[src/rtl/trigger_prescaler.sv]
// Final trigger former: per-class prescale of electron/muon/pion edges, fixed-width
// trigger pulse plus dead time, and raw/accepted/vetoed scalers on the local bus.
module trigger_prescaler #(
  parameter logic [7:0]  BASE_ADDR = 8'hD0,
  parameter int unsigned PULSE_LEN = 4,
  parameter int unsigned DEAD_TIME = 16
) (
  input  logic        clk,
  input  logic        rst,
  input  logic        electron,
  input  logic        muon,
  input  logic        pion,
  input  logic [7:0]  Address,
  input  logic        Read,
  input  logic        Write,
  input  logic [31:0] DataIn,
  output logic [31:0] DataOut,
  output logic        trig_out,
  output logic [2:0]  trig_type,
  output logic        busy
);

  typedef enum logic [1:0] {
    IDLE  = 2'd0,
    PULSE = 2'd1,
    DEAD  = 2'd2
  } state_t;

  localparam logic [15:0] PULSE_LAST = 16'(PULSE_LEN - 1);
  localparam logic [15:0] DEAD_LAST  = 16'(DEAD_TIME - 1);

  state_t      state, state_nxt;
  logic [15:0] tcnt, tcnt_nxt;
  logic [2:0]  type_q;

  logic [2:0]  lvl, lvl_q, edges;
  logic [15:0] prescale [3];
  logic [15:0] pc       [3];
  logic [31:0] raw_cnt  [3];
  logic [31:0] acc_cnt;
  logic [31:0] veto_cnt;
  logic        enable;

  logic [2:0]  accept, pc_adv;
  logic        veto;

  logic [7:0]  offset;
  logic        in_range, wr_hit, wr_ctrl, clear;
  logic [2:0]  wr_ps;
  logic        unused_data_bits;

  function automatic logic [31:0] sat_inc(input logic [31:0] v);
    return (v == 32'hFFFF_FFFF) ? v : v + 32'd1;
  endfunction

  assign lvl   = {pion, muon, electron};
  assign edges = lvl & ~lvl_q;

  // Offset wraps for addresses below BASE_ADDR, so both bounds are needed
  assign offset   = Address - BASE_ADDR;
  assign in_range = (Address >= BASE_ADDR) && (offset <= 8'd8);
  assign wr_hit   = Write && in_range;
  assign wr_ctrl  = wr_hit && (offset == 8'd0);
  assign clear    = wr_ctrl && DataIn[1];
  assign wr_ps[0] = wr_hit && (offset == 8'd1);
  assign wr_ps[1] = wr_hit && (offset == 8'd2);
  assign wr_ps[2] = wr_hit && (offset == 8'd3);

  assign unused_data_bits = ^DataIn[31:16];

  always_ff @(posedge clk) begin
    if (!rst) lvl_q <= '0;
    else      lvl_q <= lvl;
  end

  // Prescale decisions only happen in IDLE with the block enabled; P=0 masks the class
  always_comb begin
    accept = '0;
    pc_adv = '0;
    for (int i = 0; i < 3; i++) begin
      if (state == IDLE && enable && edges[i] && prescale[i] != 16'd0) begin
        pc_adv[i] = 1'b1;
        if (pc[i] == prescale[i] - 16'd1) accept[i] = 1'b1;
      end
    end
  end

  assign veto = (|edges) && ((state != IDLE) || !enable);

  always_comb begin
    state_nxt = state;
    tcnt_nxt  = tcnt;
    case (state)
      IDLE: begin
        if (|accept) begin
          state_nxt = PULSE;
          tcnt_nxt  = '0;
        end
      end
      PULSE: begin
        if (tcnt == PULSE_LAST) begin
          tcnt_nxt  = '0;
          state_nxt = (DEAD_TIME == 0) ? IDLE : DEAD;
        end else begin
          tcnt_nxt = tcnt + 16'd1;
        end
      end
      DEAD: begin
        if (tcnt == DEAD_LAST) begin
          tcnt_nxt  = '0;
          state_nxt = IDLE;
        end else begin
          tcnt_nxt = tcnt + 16'd1;
        end
      end
      default: begin
        state_nxt = IDLE;
        tcnt_nxt  = '0;
      end
    endcase
  end

  always_ff @(posedge clk) begin
    if (!rst) begin
      state  <= IDLE;
      tcnt   <= '0;
      type_q <= '0;
    end else begin
      state <= state_nxt;
      tcnt  <= tcnt_nxt;
      if (state == IDLE && (|accept)) type_q <= accept;
    end
  end

  // Clear beats any same-cycle increment; a prescale write restarts that class's count
  always_ff @(posedge clk) begin
    if (!rst) begin
      for (int i = 0; i < 3; i++) begin
        prescale[i] <= 16'd1;
        pc[i]       <= '0;
        raw_cnt[i]  <= '0;
      end
      acc_cnt  <= '0;
      veto_cnt <= '0;
      enable   <= 1'b1;
    end else begin
      for (int i = 0; i < 3; i++) begin
        if (clear) begin
          raw_cnt[i] <= '0;
          pc[i]      <= '0;
        end else begin
          if (edges[i]) raw_cnt[i] <= sat_inc(raw_cnt[i]);
          if (wr_ps[i])       pc[i] <= '0;
          else if (pc_adv[i]) pc[i] <= accept[i] ? 16'd0 : pc[i] + 16'd1;
        end
        if (wr_ps[i]) prescale[i] <= DataIn[15:0];
      end
      if (clear) begin
        acc_cnt  <= '0;
        veto_cnt <= '0;
      end else begin
        if (|accept) acc_cnt  <= sat_inc(acc_cnt);
        if (veto)    veto_cnt <= sat_inc(veto_cnt);
      end
      if (wr_ctrl) enable <= DataIn[0];
    end
  end

  always_comb begin
    DataOut = '0;
    if (Read && in_range) begin
      case (offset)
        8'd0:    DataOut = {31'd0, enable};
        8'd1:    DataOut = {16'd0, prescale[0]};
        8'd2:    DataOut = {16'd0, prescale[1]};
        8'd3:    DataOut = {16'd0, prescale[2]};
        8'd4:    DataOut = raw_cnt[0];
        8'd5:    DataOut = raw_cnt[1];
        8'd6:    DataOut = raw_cnt[2];
        8'd7:    DataOut = acc_cnt;
        8'd8:    DataOut = veto_cnt;
        default: DataOut = '0;
      endcase
    end
  end

  assign trig_out  = (state == PULSE);
  assign trig_type = trig_out ? type_q : 3'b000;
  assign busy      = (state != IDLE);

endmodule

[config.mk]
export PLATFORM = sky130hd
export DESIGN_NAME = trigger_prescaler
export DESIGN_NICKNAME = d
export VERILOG_FILES = /design/src/rtl/trigger_prescaler.sv
export SDC_FILE = /design/constraint.sdc
export NUM_CORES = 1
export LEC_CHECK = 0
export ABC_AREA = 1
export BUFFER_PORTS_ARGS = -buffer_cell sky130_fd_sc_hd__buf_2
export CORE_MARGIN = 1.5
export CORE_UTILIZATION = 38
export CTS_CLUSTER_SIZE = 12
export DETAILED_ROUTE_END_ITERATION = 12
export GPL_TIMING_DRIVEN = 0
export MAX_ROUTING_LAYER = met4
export PLACE_DENSITY = 0.67
export RECOVER_POWER = 25
export SYNTH_ARGS = -nofsm -noshare
export SYNTH_HDL_FRONTEND = slang
export SYNTH_SLANG_ARGS = --single-unit
[constraint.sdc]
create_clock -name clk -period 4.45 [get_ports clk]
set_clock_uncertainty 0.2 [all_clocks]
set_input_delay 0.89 -clock clk [delete_from_list [all_inputs] [get_ports clk]]
set_output_delay 0.89 -clock clk [all_outputs]
set_load 0.02 [all_outputs]
-- After elaboration in Yosys (flattened, before gate mapping)
Memories as Yosys holds them, arrays and structs flattened.
Cells that the tools add are included.
- bitwise operators: 23
- $add $sub $neg: 13
- $lt $le $gt $ge: 2
- reduce and logical (&&, ||, !) cells: 31
- muxes and demuxes: 93
- equality and inequality tests: 23
- operators with widths (cell ; count):
    2-to-1 mux 32 bit ; 10
    2-to-1 mux 16 bit ; 18
    one-hot mux 32 bit (9 select lines) ; 1
    adder 32 x 1 -> 32 bit (second input constant) ; 5
    equality test 32 bit (second input constant) ; 5
    adder 16 x 1 -> 16 bit (second input constant) ; 4
    2-to-1 mux 1 bit ; 58
    equality test 16 bit ; 3
    one-hot mux 16 bit (3 select lines) ; 1
    nonzero test 16 bit ; 3
    subtractor 16 x 1 -> 16 bit (second input constant) ; 3
    equality test 8 x 3 -> 1 bit (second input constant) ; 4
    OR 1 bit ; 18
    logical AND 1 bit ; 17
    equality test 16 x 2 -> 1 bit (second input constant) ; 1
    equality test 16 x 4 -> 1 bit (second input constant) ; 1
    equality test 8 x 2 -> 1 bit (second input constant) ; 2
    equality test 8 x 1 -> 1 bit (second input constant) ; 1
    equality test 8 x 4 -> 1 bit (second input constant) ; 1
    >= comparator 8 bit (second input constant) ; 1
    less-or-equal comparator 8 x 4 -> 1 bit (second input constant) ; 1
    logical NOT 8 bit ; 1
    subtractor 8 bit (second input constant) ; 1
    2-to-1 mux 2 bit ; 3
    other kinds (17) ; 22
- bits in registers: 89
- memories kept: 3
- memory bits (writable): 192
- word-level logic and storage cells: 195
- memories (name ; depth ; width ; read ports ; clocked after memory_dff ; wr ports ; line ; source):
    raw_cnt ; 3 ; 32 ; 3 ; 0 ; 3 ; 39 ; logic [31:0] raw_cnt [3];
    pc ; 3 ; 16 ; 3 ; 0 ; 3 ; 38 ; logic [15:0] pc [3];
    prescale ; 3 ; 16 ; 3 ; 0 ; 3 ; 37 ; logic [15:0] prescale [3];

-- Logic depth before layout (Yosys ltp)
- word-level depth: 12
- gate-level depth with buffers: 18

-- Least setup slack after synthesis
No wires, ideal clock.
- path kind: reg-to-reg
- start: memory raw_cnt[0][0]
- end: memory raw_cnt[0][0], enable pin
- period minus slack after synthesis: 4.309 ns
- cell stages (with the launch flop): 13
- buffers on the path: 0
- path slack: 0.141 ns
- library setup time: 0.466 ns
- data arrival time: 3.643 ns
- required time: 3.784 ns
- cells stage by stage: edfxtp_1 ha_1 nand2_1 nor2_1 nand3_1 nor2_2 nand2_1 nor2_2 inv_1 nor4_2 nand2_1 nor4_1 o21ai_0
- RTL lines (item ; line):
    start: declaration ; 39

-- Worst setup path in the final report
- start: input port Address[3]
- end: output port DataOut[24]
- cells in the longest elaborated chain, start to end: 5
- elaborated cells between the ends (all ways): 16
- classes of those cells: 1 x add/sub; 2 x order compare; 8 x eq/ne; 2 x mux; 3 x reduce/logical
- RTL lines (item ; line ; source):
    start: declaration ; 13 ; input logic [7:0] Address,
    subtractor 8 bit ; 60 ; assign offset = Address - BASE_ADDR;
    less-or-equal comparator 8 x 4 -> 1 bit ; 61 ; assign in_range = (Address >= BASE_ADDR) && (offset <= 8'd8);
    logical AND 1 bit ; 61 ;
    logical AND 1 bit ; 171 ; if (Read && in_range) begin
    2-to-1 mux 32 bit * ; 171 ;
    end: declaration ; 17 ; output logic [31:0] DataOut,
Every way passes the cells marked *; elsewhere a longest branch is shown, timed or not.

==> results by group <==
Power
  – Power density relative to cell area: 352 nW/um^2
  – Power, Total: 7200 uW
  – Cell leakage power: 0.00748 uW
  – Worst supply voltage drop on vdd: 0.329 mV

Finish
  – Final net count: 2572
  – Ant diodes: 0
  – Final Non-Filler Cells: 3141
  – Layout overhead on the synthesized area: 12.9%
  – Ratio of cells with drive above 1 in the final layout: 0.0805

Yosys
  – Count of warnings emitted by yosys: 0
  – Flip-flop and latch count after synthesis: 281
  – Seq/Total Area, Yosys: 0.416
  – Yosys top cell by area: sky130_fd_sc_hd__edfxtp_1
  – EDFF count, synth: 192
  – Synth top area share: 0.318
  – Primary FF master, synth: sky130_fd_sc_hd__edfxtp_1
  – Synthesized instance count: 2399
  – Netlist area before placement: 18100 um^2
  – Top cell types by occurrence after synthesis: 519 x sky130_fd_sc_hd__nand2_1, 317 x sky130_fd_sc_hd__nor2_1, 313 x sky130_fd_sc_hd__inv_1
  – Avg Cell Area, Syn: 7.55 um^2
  – Net count after synthesis: 2462
  – Cell with the most instances after synthesis: sky130_fd_sc_hd__nand2_1
  – Unique cell type count in the Yosys netlist: 55
  – Async S/R FF share, synth: 0
  – Leading post-synthesis cells by cell area: sky130_fd_sc_hd__edfxtp_1 32%, sky130_fd_sc_hd__nand2_1 11%, sky130_fd_sc_hd__dfxtp_1 9.8%

Timing
  – Worst rel slew slack: 0.0286
  – FMAX: 0.221 GHz
  – Final hold viol count: 0
  – Time the worst path needs with I/O delays and setup: 4520 ps
  – Final setup violating endpoints: 1
  – Final count of pins violating max slew: 0
  – RSZ-0062 raised after global routing: true
  – Slew @ Worst Pin: 1450 ps
  – Share of the clock period used by the worst path after layout: 1.01
  – Final WS setup: -66.5 ps

Global route
  – Pin count of the biggest net entering global routing: 23
  – First-pass GRT wire length: 89900 um
  – Remaining global-route overflow: 0
  – Initial antenna violation count: 0
  – Number of global-route vias before repair: 16000
  – GRT Overall Usage: 0.240

Worst setup path
  – Register-to-register path setup slack: 980 ps
  – CP Data Required Time: 3360 ps
  – Type of element launching the critical path: input port
  – Maximum fanout along the worst path: 10
  – Peak per-stage delay on the critical path: 640 ps
  – Cells on worst reg2reg path: 13
  – Critical Path Sink: DataOut[24]
  – Startpoint of the worst setup timing path: Address[3]
  – Cell-by-cell trace of the critical path: buf_2 -> inv_1 -> nand2_1 -> nor3_2 -> clkbuf_1 -> a221oi_1 -> a21oi_1 -> buf_2
  – Cell with the most instances on the worst path: sky130_fd_sc_hd__buf_2
  – Crit. End Element: output port
  – Worst reg2reg path startpoint: raw_cnt[0][0]
  – Worst setup path class: in2out
  – Crit path DAT: 3430 ps
  – Reg-to-Reg End: raw_cnt[0][24]
  – Slowest cell on the critical path: sky130_fd_sc_hd__nor3_2

Place
  – Total instance count after detailed placement: 3077
  – Count of port buffers added during placement: 67
  – Minimum setup slack after placement: -486 ps
  – Sum of net half-perimeters after detailed placement: 45200 um
  – Routability-driven placement congestion ratio: 0.969

Floorplan
  – Area inside the core boundary: 46800 um^2
  – Number of top-level pins: 84
  – Total number of placement rows: 79
  – Die span in x: 221 um
  – Starting utilization of the core area: 0.388
  – Die span in y: 221 um
  – Area of the die: 49000 um^2

Drt
  – Remaining routing DRC violations: 0
  – Met2 WL post-DR: 26200 um
  – First-pass DRT Iterations: 7
  – Routed wire length per instance: 18.4 um
  – Routed wl met3: 4660 um
  – Vias per inst: 5.48
  – Number of vias after detailed routing: 17200
  – Uppermost routed layer: met4
  – Drt total wl: 57900 um
  – Count of nets left with antenna violations after detail routing: 0
  – Detailed-routing wirelength on met1: 24500 um
  – Drt initial violations: 1740

Clocking
  – Hold bufs inserted after CTS: 0
  – CTS Buffer Depth: 3
  – TritonCTS clock tree: built
  – CTS sink count: 281
  – Number of levels the H-tree was split into: 2
  – CTS buffer count: 35
  – Root Buffer: sky130_fd_sc_hd__clkbuf_16
  – Post-CTS clock slew at the launch and capture registers of the worst setup and hold paths: 50 ps
  – Skew-Pair Late Insertion Delay: 560 ps

Run status
  – Run status: complete, but fails checks
  – Failing checks: setup timing

Hold path
  – Worst hold path type: reg2reg

Run
  – Max-cap viol count: 0
-- cell type report --
cell class	instances	area, um^2
Fill cell	4719	26300
Multi-Input combinational cell	1736	9040
Sequential cell	281	7550
Inverter	327	1230
Clock buffer	51	1020
Tap cell	607	759
Timing Repair Buffer	74	440
Buffer	54	313
Clock inverter	11	115
-- critical path, delay by kind of cell --
kind,cells,cell delay [ps]
simple gates,2,810
buf+inv,4,1090
compound gates,2,630
-- timing repair --
item                                    in CTS  in global routing
hold endpoints to repair                     0                  0
pin swaps                                    2                  0
gates cloned                                 0                  0
buffers inserted                             3                  0
endpoints found under the setup margin      20                 20
gates resized for setup                      1                 12
-- cell families after synthesis --
kind of cell    share of synthesized area
compound gates                      0.105
xor+xnor                           0.0672
fa+ha+maj                          0.0110
buf+inv                            0.0852
flops                               0.416
simple gates                        0.315
-- through the flow --
stage | hold slack (ps) | utilization | TNS, ps | cell area, um^2
after floorplan | 239 | - | 0 | 18100
after global placement | 248 | 0.411 | -104420 | 19200
after detailed placement | 259 | 0.413 | -15650 | 19300
after CTS | 267 | 0.438 | 0 | 20500
after global routing | 296 | 0.438 | -204 | 20500
final | 264 | 0.438 | -66.5 | 20500
-- state kept, by name (all words and copies together) (netlist names) --
name	cells
type_q	3
veto_cnt	32
acc_cnt	32
raw_cnt	96
tcnt	16
enable	1
state	2
pc	48
prescale	48
lvl_q	3
-- layer usage --
metal / up-vias / global-route usage
met5: - / -
met4: 0 / 0.0979
met3: 139 / 0.0396
met2: 704 / 0.377
met1: 8049 / 0.308
li1: 8307 / -
-- cell usage in the layout (no fill, tap or decap), types with 16 or more instances in the layout --
| cell | n |
|---|---|
| sky130_fd_sc_hd__xnor2_1 | 33 |
| sky130_fd_sc_hd__a221oi_1 | 42 |
| sky130_fd_sc_hd__edfxtp_1 | 192 |
| sky130_fd_sc_hd__nor3b_1 | 36 |
| sky130_fd_sc_hd__nand4_1 | 46 |
| sky130_fd_sc_hd__xor2_1 | 106 |
| sky130_fd_sc_hd__inv_1 | 317 |
| sky130_fd_sc_hd__nor4_1 | 36 |
| sky130_fd_sc_hd__nor2_1 | 319 |
| sky130_fd_sc_hd__clkbuf_16 | 36 |
| sky130_fd_sc_hd__clkbuf_1 | 41 |
| sky130_fd_sc_hd__nand3_1 | 132 |
| sky130_fd_sc_hd__nand2_1 | 521 |
| sky130_fd_sc_hd__o22ai_1 | 31 |
| sky130_fd_sc_hd__a21oi_1 | 153 |
| sky130_fd_sc_hd__dfxtp_1 | 89 |
| sky130_fd_sc_hd__ha_1 | 16 |
| sky130_fd_sc_hd__buf_2 | 65 |
| sky130_fd_sc_hd__o21ai_0 | 54 |
| sky130_fd_sc_hd__nor3_1 | 100 |
-- where the power goes --
group	leakage (uW)	internal, uW	total, uW	switching, uW
registers	0.00273	3010	3240	231
logic	0.00419	350	1100	748
clock network	0.000555	1700	2870	1170
-- worst min path at each step --
stage	start	slack, ps	to	depth (start not counted)
after floorplan	acc_cnt[26]	240	acc_cnt[26]	2
after global placement	acc_cnt[26]	250	acc_cnt[26]	2
after detailed placement	acc_cnt[26]	260	acc_cnt[26]	2
after CTS	acc_cnt[26]	270	acc_cnt[26]	2
after global routing	acc_cnt[1]	300	acc_cnt[1]	2
final	acc_cnt[26]	260	acc_cnt[26]	2
(Power assumes the default switching activity.)
